$ cat src/rtl/main_fsm.sv
// Moore main controller for the multicycle ARM datapath.
// Steps each instruction through fetch/decode/execute/memory/writeback and drives mux selects.
module main_fsm #(
    parameter int unsigned STATE_W = 4
) (
    input  logic               clk,
    input  logic               reset,
    input  logic [1:0]         Op,
    input  logic [5:0]         Funct,
    output logic               IRWrite,
    output logic               AdrSrc,
    output logic [1:0]         ALUSrcA,
    output logic [1:0]         ALUSrcB,
    output logic [1:0]         ResultSrc,
    output logic               NextPC,
    output logic               RegW,
    output logic               MemW,
    output logic               Branch,
    output logic               ALUOp,
    output logic               IllegalOp,
    output logic [STATE_W-1:0] State
);

    typedef enum logic [3:0] {
        StFetch   = 4'd0,
        StDecode  = 4'd1,
        StMemAdr  = 4'd2,
        StMemRd   = 4'd3,
        StMemWb   = 4'd4,
        StMemWr   = 4'd5,
        StExecR   = 4'd6,
        StExecI   = 4'd7,
        StAluWb   = 4'd8,
        StBranch  = 4'd9,
        StUnknown = 4'd10
    } state_t;

    state_t stateQ, stateD;

    // Only the I and L/S bits of Funct steer the sequence.
    logic unusedFunct;
    assign unusedFunct = ^Funct[4:1];

    always_ff @(posedge clk or posedge reset) begin
        if (reset) begin
            stateQ <= StFetch;
        end else begin
            stateQ <= stateD;
        end
    end

    always_comb begin
        stateD = StFetch;
        unique case (stateQ)
            StFetch:  stateD = StDecode;
            StDecode: begin
                unique case (Op)
                    2'b00:   stateD = Funct[5] ? StExecI : StExecR;
                    2'b01:   stateD = StMemAdr;
                    2'b10:   stateD = StBranch;
                    default: stateD = StUnknown;
                endcase
            end
            StMemAdr: stateD = Funct[0] ? StMemRd : StMemWr;
            StMemRd:  stateD = StMemWb;
            StExecR:  stateD = StAluWb;
            StExecI:  stateD = StAluWb;
            // MemWb, MemWr, AluWb, Branch, Unknown and unreachable codes all return to fetch.
            default:  stateD = StFetch;
        endcase
    end

    always_comb begin
        IRWrite   = 1'b0;
        AdrSrc    = 1'b0;
        ALUSrcA   = 2'b00;
        ALUSrcB   = 2'b00;
        ResultSrc = 2'b00;
        NextPC    = 1'b0;
        RegW      = 1'b0;
        MemW      = 1'b0;
        Branch    = 1'b0;
        ALUOp     = 1'b0;
        IllegalOp = 1'b0;
        unique case (stateQ)
            StFetch: begin
                IRWrite   = 1'b1;
                NextPC    = 1'b1;
                ALUSrcA   = 2'b01;
                ALUSrcB   = 2'b10;
                ResultSrc = 2'b10;
            end
            StDecode: begin
                ALUSrcA   = 2'b01;
                ALUSrcB   = 2'b10;
                ResultSrc = 2'b10;
            end
            StMemAdr: ALUSrcB = 2'b01;
            StMemRd:  AdrSrc = 1'b1;
            StMemWb: begin
                ResultSrc = 2'b01;
                RegW      = 1'b1;
            end
            StMemWr: begin
                AdrSrc = 1'b1;
                MemW   = 1'b1;
            end
            StExecR:  ALUOp = 1'b1;
            StExecI: begin
                ALUSrcB = 2'b01;
                ALUOp   = 1'b1;
            end
            StAluWb:  RegW = 1'b1;
            StBranch: begin
                ALUSrcB   = 2'b01;
                ResultSrc = 2'b10;
                Branch    = 1'b1;
            end
            // Unknown and codes 11..15: flag only, no strobes.
            default:  IllegalOp = 1'b1;
        endcase
    end

    assign State = STATE_W'(stateQ);

endmodule
$ cat config.mk
export PLATFORM = sky130hd
export DESIGN_NAME = main_fsm
export DESIGN_NICKNAME = d
export VERILOG_FILES = /design/src/rtl/main_fsm.sv
export SDC_FILE = /design/constraint.sdc
export NUM_CORES = 1
export LEC_CHECK = 0
export BUFFER_PORTS_ARGS = -buffer_cell sky130_fd_sc_hd__buf_2
export CAP_MARGIN = 20
export CORE_AREA = 4 4 41 43
export DETAILED_ROUTE_END_ITERATION = 8
export DIE_AREA = 0 0 45 47
export HOLD_SLACK_MARGIN = 0.1
export PLACE_DENSITY = 0.57
export SYNTH_ARGS = -nofsm -noshare
export SYNTH_HDL_FRONTEND = slang
export SYNTH_SLANG_ARGS = --single-unit
$ cat constraint.sdc
create_clock -name clk -period 2.1 [get_ports clk]
set_input_delay 0.525 -clock clk [delete_from_list [all_inputs] [get_ports clk]]
set_output_delay 0.525 -clock clk [all_outputs]
set_load 0.01 [all_outputs]
==> key figures, run 1 <==
Yosys
  – Top_reg_cell synth: dfrtp_1
  – Synth async-reset ratio: 100%
  – Top cells by count, synth: a21oi_1, dfrtp_1, o21ai_0
  – Compound-gate portion of the synthesized area: 13.3%
  – Post-Synthesis Cell Area: 357 sq um
  – Post-Synth Adder-Cell Area: 0%
  – Leading area contributor after synthesis: dfrtp_1
  – Largest cells by area after synthesis: dfrtp_1, buf_4, buf_6, nand3b_1, a21oi_1
  – Synth Area per Inst: 7.59 sq um
  – Mux cell area share after synthesis: 0%
  – Register bit total from synthesis: 4
  – Distinct cells, synth: 22
  – Post-Syn Nets: 57
  – Mapped Cells: 47
  – EDFF count, synth: 0
  – Seq/Total Area, Yosys: 28.1%
  – Synth Area in XOR/XNOR: 4.91%
  – Yosys top cell area share: 28.1%
  – Largest family of logic cells by synthesized area: simple AND/OR/NAND/NOR gates
  – Simple-gate share of the synthesized area: 33.3%
  – Ys Warns: 0

Timing
  – F_max: 0.505 GHz
  – Final Hold Vio Count: 0
  – Setup TNS: 0 ps
  – Fin crit period: 1980 ps
  – Period Utilization, post-route: 94.4%
  – RSZ-0062 raised after global routing: no
  – Hold Slack: 160 ps
  – Pins Over Slew Limit: 0
  – PnR worst setup slack: 118 ps
  – # setup viols final: 0
  – Skew final: 6.17 ps

Finish
  – Share of layout cells above drive strength 1: 44.8%
  – Fillers: 154
  – Synth-to-layout area growth: 33.7%
  – Fin nets: 79
  – Max reg flops: 4
  – Antenna diodes: 0

Critical path
  – Critical path's largest stage delay: 370 ps
  – Crit Path Max Fanout: 7
  – Setup slack, reg-to-reg: 1070 ps
  – Kind of critical path: reg2out
  – Crit path DAT: 1460 ps
  – Buf/Inv on CP: 1
  – Critical Path End: ALUSrcB[0]
  – Crit path launch: State[2]
  – R2R Path Start: State[1]
  – FF-to-FF path depth: 4
  – Crit end category: output port
  – Worst path slowest cell: dfrtp_1
  – Crit path depth: 4
  – Crit path max-delay family: simple AND/OR/NAND/NOR gates
  – Cell Chain, Critical Path: or2_4 > or3b_1 > nand3_1 > buf_2
  – Startpoint types: flop
  – R2r endpoint: State[0]
  – Req. time, crit path: 1570 ps

Route
  – DRC viols: 0
  – Drt pass-1 iters: 5
  – Routed vias: 363
  – DR vias/cell: 4.43
  – Drt initial violations: 3
  – Total wire length: 813 um
  – WL/cell: 9.91 um
  – Antenna Violating Nets Remaining: 0

Global routing
  – First-pass GRT wire length: 1.34 mm
  – Total track usage: 9.26%
  – Initial antenna violation count: 0
  – Largest net degree at the start of global routing: 13
  – Vias in the first global route: 315
  – Gr ovfl total: 0

Clock network
  – Clk pin slew, worst setup/hold paths: 40 ps
  – Root Driver: clkbuf_4
  – CTS Buf Count: 3
  – Setup bufs post-CTS: 0
  – H-tree depth: 1
  – CTS Buffer Depth: 2
  – Skew-Pair Late Insertion Delay: 240 ps
  – Num Clock Sinks: 4
  – CTS tree: built

Power
  – Pwr dens: 1600 nW/um^2
  – Static Leak: 0.000262 uW
  – VDD IR-drop max: 835 uV
  – Final Total Pwr: 762 uW

Placement
  – GP Congestion: 0.711
  – Dpl ws: 314 ps
  – Port bufs: 22

Die
  – Ports: 28
  – Core box area: 1300 sq um
  – Die H: 47 um
  – Die area: 2120 sq um
  – Die width: 45 um
  – Starting density of the core: 27.4%
  – Row count: 13

Status
  – Status: complete, no violations

Worst hold path
  – Worst min path class: in2async

Flow run
  – Maxcap violations: 0
-- power by group --
part / internal (uW) / leakage [uW] / switching [uW]
clock network: 63.9 / 0.0000138 / 31.3
logic: 237 / 0.000198 / 267
registers: 112 / 0.0000504 / 49.7
total: 413 / 0.000262 / 348
-- cells by family after synthesis --
| family | Yosys count |
|---|---|
| flip-flops | 4 |
| other | 1 |
| buffers and inverters | 11 |
| AO/OA/AOI/OAI | 9 |
| AND/OR/NAND/NOR | 20 |
| XOR/XNOR | 2 |
-- final cells by class --
| class | count | area [sq um] | share of cell area (%) |
|---|---|---|---|
| clock buffer | 3 | 22.5 | 4.72 |
| sequential | 4 | 101 | 21.3 |
| inverter | 3 | 11.3 | 2.36 |
| tap | 15 | 18.8 | 3.94 |
| timing repair buffer | 25 | 133 | 27.8 |
| multi-input combinational | 32 | 190 | 39.9 |
-- metrics by stage --
step | utilization (%) | area (sq um) | std cells
2_1_floorplan | - | 357 | 47
3_3_place_gp | 34.6 | 450 | 79
3_5_place_dp | 34.6 | 450 | 79
4_1_cts | 36.3 | 473 | 82
5_1_grt | 36.6 | 477 | 82
6_report | 36.6 | 477 | 82
-- how the worst min path moves through the flow --
stage | from | to | slack, ps | cells past startpoint
2_1_floorplan | reset | State[0] | 290 | 1
3_3_place_gp | reset | State[0] | 410 | 2
3_5_place_dp | reset | State[0] | 410 | 2
4_1_cts | reset | State[3] | 150 | 2
5_1_grt | reset | State[3] | 150 | 2
6_report | reset | State[3] | 160 | 2
-- layer usage --
layer	up-vias	track usage, %	wire length, um
met4	0	5.26	0
met3	0	5.75	108
li1	188	-	-
met5	-	0	0
met2	20	14.1	385
met1	155	9.84	319
-- worst register-to-register path: stages (launching register included) --
cell and delay, ps:
dfrtp_1 450, buf_4 200, nor2_1 90, o21ai_0 80, a21oi_1 130
-- layout by cell type, fill, tap and decap left out, types with 2 or more instances in the layout --
master and count:
buf_4 3, nand2_1 2, dfrtp_1 3, a21oi_1 4, clkbuf_4 3, inv_1 3, nor3_1 3, o21ai_0 4
buf_2 22, nand2b_1 2, xnor2_1 2, nor2_1 3, nand3b_1 3, nor3b_1 2
-- what timing repair did --
item                       4_1_cts  5_1_grt
gates resized for setup          0        2
hold buffers                     0        0
setup endpoints to repair        0        2
Note: power is estimated with default switching activity, not from simulation.
==> run 2, diff against run 1 <==
==> constraint.sdc (replaced) <==
create_clock -name clk -period 2.1 [get_ports clk]
set_input_delay 0.315 -clock clk [delete_from_list [all_inputs] [get_ports clk]]
set_output_delay 0.315 -clock clk [all_outputs]
set_load 0.01 [all_outputs]
==> run 2 against run 1 <==
Clock-buffer cell count did not move. First-iteration DRC count rose by 130%. Largest power group unchanged. Hold slack gained 210 ps. Highest routed layer unchanged. Final area is 0.26% lower. Final cell count did not move. Sequential cell count unchanged.
==> key figures, run 2 (synthesis results as in run 1) <==
Placement
  – Placed Cells: 78 (-1.3%)
  – Final HPWL DP: 631 um
  – GP Congestion: 0.713 (+0.24%)
  – Post-DP Area: 443 sq um (-1.7%)
  – Dpl ws: 537 ps (+223 ps)
  – Port bufs: 22 (unchanged)

Clock network
  – CTS Buffer Depth: 2 (unchanged)
  – H-tree depth: 1 (unchanged)
  – Setup bufs post-CTS: 0 (unchanged)
  – Hold-fix buffer count after cts: 1 (+1)
  – Skew-Pair Late Insertion Delay: 230 ps (about the same)
  – CTS tree: built
  – CTS Buf Count: 3 (unchanged)
  – Post_cts resized: 0 (unchanged)
  – Root Driver: clkbuf_4
  – Num Clock Sinks: 4 (unchanged)
  – Clk pin slew, worst setup/hold paths: 40 ps (about the same)

Timing
  – Setup TNS: 0 ps (unchanged)
  – Period Utilization, post-route: 86.4% (-8.0 points)
  – Final Hold Vio Count: 0 (unchanged)
  – F_max: 0.551 GHz (+9.2%)
  – # setup viols final: 0 (unchanged)
  – Skew final: 3.54 ps (-2.62 ps)
  – PnR worst setup slack: 286 ps (+167 ps)
  – Fin crit period: 1810 ps (-167 ps)
  – Pins Over Slew Limit: 0 (unchanged)
  – RSZ-0062 raised after global routing: no

Route
  – Drt pass-1 iters: 2 (-3)
  – WL/cell: 9.94 um (+0.25%)
  – DRC viols: 0 (unchanged)
  – Routed vias: 342 (-5.8%)
  – Antenna Violating Nets Remaining: 0 (unchanged)
  – Drt initial violations: 7 (+4)
  – DR vias/cell: 4.17 (-5.8%)
  – Total wire length: 815 um (+0.25%)

Finish
  – Fin nets: 79 (unchanged)
  – Share of layout cells above drive strength 1: 40.3% (-4.5 points)
  – Final core utilization: 36.5% (-0.096 points)
  – Commonest cells after routing, fill and taps aside: buf_2, dfrtp_1, o21ai_0, a21oi_1
  – Max reg flops: 4 (unchanged)
  – Synth-to-layout area growth: 33.3%
  – Most common cell after layout, fill and taps aside: buf_2
  – Antenna diodes: 0 (unchanged)
  – Non-Filler Instances: 82 (unchanged)
  – Design area: 475 sq um (-0.26%)

Critical path
  – Crit path DAT: 1500 ps (+40 ps)
  – R2r endpoint: State[1]
  – Crit end category: output port
  – Kind of critical path: reg2out
  – Crit path launch: State[2]
  – FF-to-FF path depth: 3 (-1)
  – Crit Path Max Fanout: 7 (unchanged)
  – Startpoint types: flop
  – R2R Path Start: State[1]
  – Req. time, crit path: 1780 ps (+210 ps)
  – Setup slack, reg-to-reg: 920 ps (-150 ps)
  – Critical Path End: ALUSrcB[0]

Die
  – Starting density of the core: 27.4% (unchanged)
  – Die area: 2120 sq um (unchanged)
  – Ports: 28 (unchanged)
  – Row count: 13 (unchanged)
  – Core box area: 1300 sq um (unchanged)
  – Die width: 45 um (unchanged)
  – Die H: 47 um (unchanged)

Global routing
  – Gr ovfl total: 0 (unchanged)
  – First-pass GRT wire length: 1.28 mm (-4.1%)
  – Largest net degree at the start of global routing: 18 (+5)
  – Initial antenna violation count: 0 (unchanged)
  – Vias in the first global route: 299 (-5.1%)
  – Total track usage: 8.72% (-0.55 points)

Power
  – VDD IR-drop max: 658 uV (-21%)
  – Static Leak: 0.000262 uW (-0.20%)
  – Pwr dens: 1550 nW/um^2 (-2.9%)

Status
  – Status: complete, no violations

Flow run
  – Maxcap violations: 0 (unchanged)

Worst hold path
  – Worst min path class: in2reg
  – Worst hold path depth: 3
[run 2: cell types whose count changed in the layout (fill, tap and decap cells not counted), sizes merged]
cell,previous run,this run
dlygate4sd3,0,1
buf,25,24
[run 2: critical path, cell delays in order, from the launching register on]
cell     delay [ps]
dfrtp_1         360
or2_1           310
or3b_1          390
nand3_1          80
buf_2           120
[run 2: cell type report]
type	count	area, sq um
clock buffers	3	22.5
repair buffers	25	135
multi-input cells	32	188
fillers	149	826
inverters	3	11.3
flip-flops and latches	4	100
well taps	15	18.8
[run 2: routing by layer]
layer / track usage (%) / wire (um) / vias to the layer above
met3: 4.60 / 86 / 0
met1: 9.40 / 378 / 135
met4: 5.26 / 0 / 0
met5: 0 / 0 / -
li1: - / - / 190
met2: 13.6 / 351 / 17
[run 2: report_power, final]
part	internal [uW]	switching (uW)	total, uW
clock	63.6	27.2	90.9
combinational	219	255	474
sequential	110	62.9	172
[run 2: how the worst min path moves through the flow]
stage	start	endpoint	slack [ps]
after floorplan	reset	State[0]	80
after global placement	reset	State[1]	200
after detailed placement	reset	State[0]	200
after CTS	Funct[0]	State[2]	360
after global routing	Funct[0]	State[2]	370
final	Funct[0]	State[2]	370
[run 2: per-stage QoR]
step	power, uW	hold WS, ps
finish	738	365
detailed placement	651	198
global route	813	367
CTS	747	363
global placement	647	196
floorplan	533	81.1
==> run 3, diff against run 2 <==
- clock period: 2.1 -> 2.2 ns (I/O delays scaled with it)
==> run 3 against run 2 <==
Worst setup slack worse by 81 ps. Final cell count is 2.4% lower. Critical path depth stayed put. Wire length is 2.0% higher. Register-to-register slack better by 140 ps. Critical path type unchanged. Largest power group unchanged.
==> key figures, run 3 (synthesis results as in run 1) <==
Status
  – Status: complete, no violations

Critical path
  – Critical path's largest stage delay: 470 ps (+80 ps)
  – Setup slack, reg-to-reg: 1060 ps (+140 ps)
  – R2R Path Start: State[1]
  – Crit end category: output port
  – Crit path DAT: 1670 ps (+170 ps)
  – FF-to-FF path depth: 3 (unchanged)
  – Cell Chain, Critical Path: or2_1 > or3b_1 > nand3_1 > buf_2
  – Req. time, crit path: 1870 ps (+90 ps)
  – Crit Path Max Fanout: 10 (+3)
  – Startpoint types: flop
  – R2r endpoint: State[1]
  – Worst path slowest cell: dfrtp_1
  – Kind of critical path: reg2out

Clock network
  – CTS Buf Count: 3 (unchanged)
  – CTS Buffer Depth: 2 (unchanged)
  – Post_cts resized: 0 (unchanged)
  – Num Clock Sinks: 4 (unchanged)
  – Root Driver: clkbuf_4
  – H-tree depth: 1 (unchanged)
  – Setup bufs post-CTS: 0 (unchanged)
  – Skew-Pair Late Insertion Delay: 240 ps (about the same)
  – Clk pin slew, worst setup/hold paths: 40 ps (about the same)
  – CTS tree: built

Timing
  – RSZ-0062 raised after global routing: no
  – Skew final: 4.44 ps (+0.892 ps)
  – Setup TNS: 0 ps (unchanged)
  – Period Utilization, post-route: 90.7%
  – Fin crit period: 2000 ps
  – Pins Over Slew Limit: 0 (unchanged)
  – PnR worst setup slack: 204 ps (-81.2 ps)
  – # setup viols final: 0 (unchanged)
  – F_max: 0.501 GHz
  – Final Hold Vio Count: 0 (unchanged)

Route
  – Antenna Violating Nets Remaining: 0 (unchanged)
  – Drt pass-1 iters: 2 (unchanged)
  – DR vias/cell: 4.55 (+9.1%)
  – Total wire length: 831 um (+2.0%)
  – Routed vias: 364 (+6.4%)
  – DRC viols: 0 (unchanged)
  – WL/cell: 10.4 um (+4.5%)
  – Drt initial violations: 11 (+4)

Die
  – Core box area: 1300 sq um (unchanged)
  – Starting density of the core: 27.4% (unchanged)
  – Die area: 2120 sq um (unchanged)
  – Die H: 47 um (unchanged)
  – Row count: 13 (unchanged)
  – Ports: 28 (unchanged)
  – Die width: 45 um (unchanged)

Global routing
  – Gr ovfl total: 0 (unchanged)
  – Met2 global-route usage: 13.3% (-0.28 points)
  – Initial antenna violation count: 0 (unchanged)
  – Vias in the first global route: 299 (unchanged)
  – Grt peak-use layer: met2
  – GR Util met1: 9.82% (+0.41 points)
  – First-pass GRT wire length: 1.30 mm (+1.6%)
  – Total track usage: 9.02% (+0.30 points)
  – Largest net degree at the start of global routing: 18 (unchanged)
  – Met3 Use GR: 4.60% (unchanged)

Finish
  – Share of layout cells above drive strength 1: 38.5% (-1.8 points)
  – Synth-to-layout area growth: 29.1%
  – Antenna diodes: 0 (unchanged)
  – Fin nets: 77 (-2.5%)
  – Commonest cells after routing, fill and taps aside: buf_2, dfrtp_1, o21ai_0, a21oi_1
  – Max reg flops: 4 (unchanged)
  – Most common cell after layout, fill and taps aside: buf_2

Worst hold path
  – Min-delay src: Funct[0]
  – Worst hold path depth: 3 (unchanged)
  – Worst min path class: in2reg
  – Sink of the worst hold path: State[1]

Flow run
  – Maxcap violations: 0 (unchanged)

Placement
  – Final HPWL DP: 628 um (-0.55%)
  – Dpl ws: 446 ps (-90.8 ps)
  – Port bufs: 22 (unchanged)
  – GP Congestion: 0.732 (+2.6%)

Power
  – VDD IR-drop max: 658 uV (about the same)
  – Static Leak: 0.000251 uW (-4.0%)
  – Pwr dens: 1490 nW/um^2 (-3.9%)
==> run 3: final cells by class <==
type	instances	area (sq um)
multi-input combinational	32	188
sequential	4	100
clock buffer	3	22.5
timing repair buffer	23	120
fill	152	841
tap	15	18.8
inverter	3	11.3
==> run 3: timing repair <==
item                                    in CTS  in global routing
endpoints found under the setup margin       0                  0
hold buffers                                 1                  0
hold endpoints to repair                     4                  0
==> run 3: worst max path at each step <==
stage,start,endpoint,slack [ps]
floorplan,State[2],NextPC,460
global placement,State[2],ALUSrcB[0],460
detailed placement,State[2],ALUSrcB[0],450
CTS,State[2],ALUSrcB[0],190
global route,State[2],ALUSrcB[0],70
finish,State[2],ALUSrcB[0],200
==> run 3: stage by stage <==
step                hold WS (ps)  power [uW]  std cells  cell area, sq um  util [%]
finish                       376         686         80               460      35.4
global route                 377         756         80               460      35.4
CTS                          366         697         80               460      35.4
detailed placement           214         601         76               428      32.9
global placement             213         596         76               428      32.9
floorplan                   96.1         509         47               357         -
==> run 3: metal layers <==
layer / routed length (um) / share of wire (%) / vias up
met4: 12 / 1.4 / 0
met1: 380 / 46 / 156
met5: 0 / 0 / -
li1: - / - / 188
met3: 76 / 9.1 / 2
met2: 360 / 43 / 18
==> run 3: worst max-delay path: cells and delay by family, from the launching register on <==
kind	cells	cell delay, ps
simple gates	3	840
flops	1	470
buf+inv	1	130
==> run 3: report_power, final <==
group          switching [uW]  leakage (uW)  internal [uW]
sequential               89.4     0.0000514            104
clock                    29.7     0.0000138           61.0
combinational             211      0.000186            190
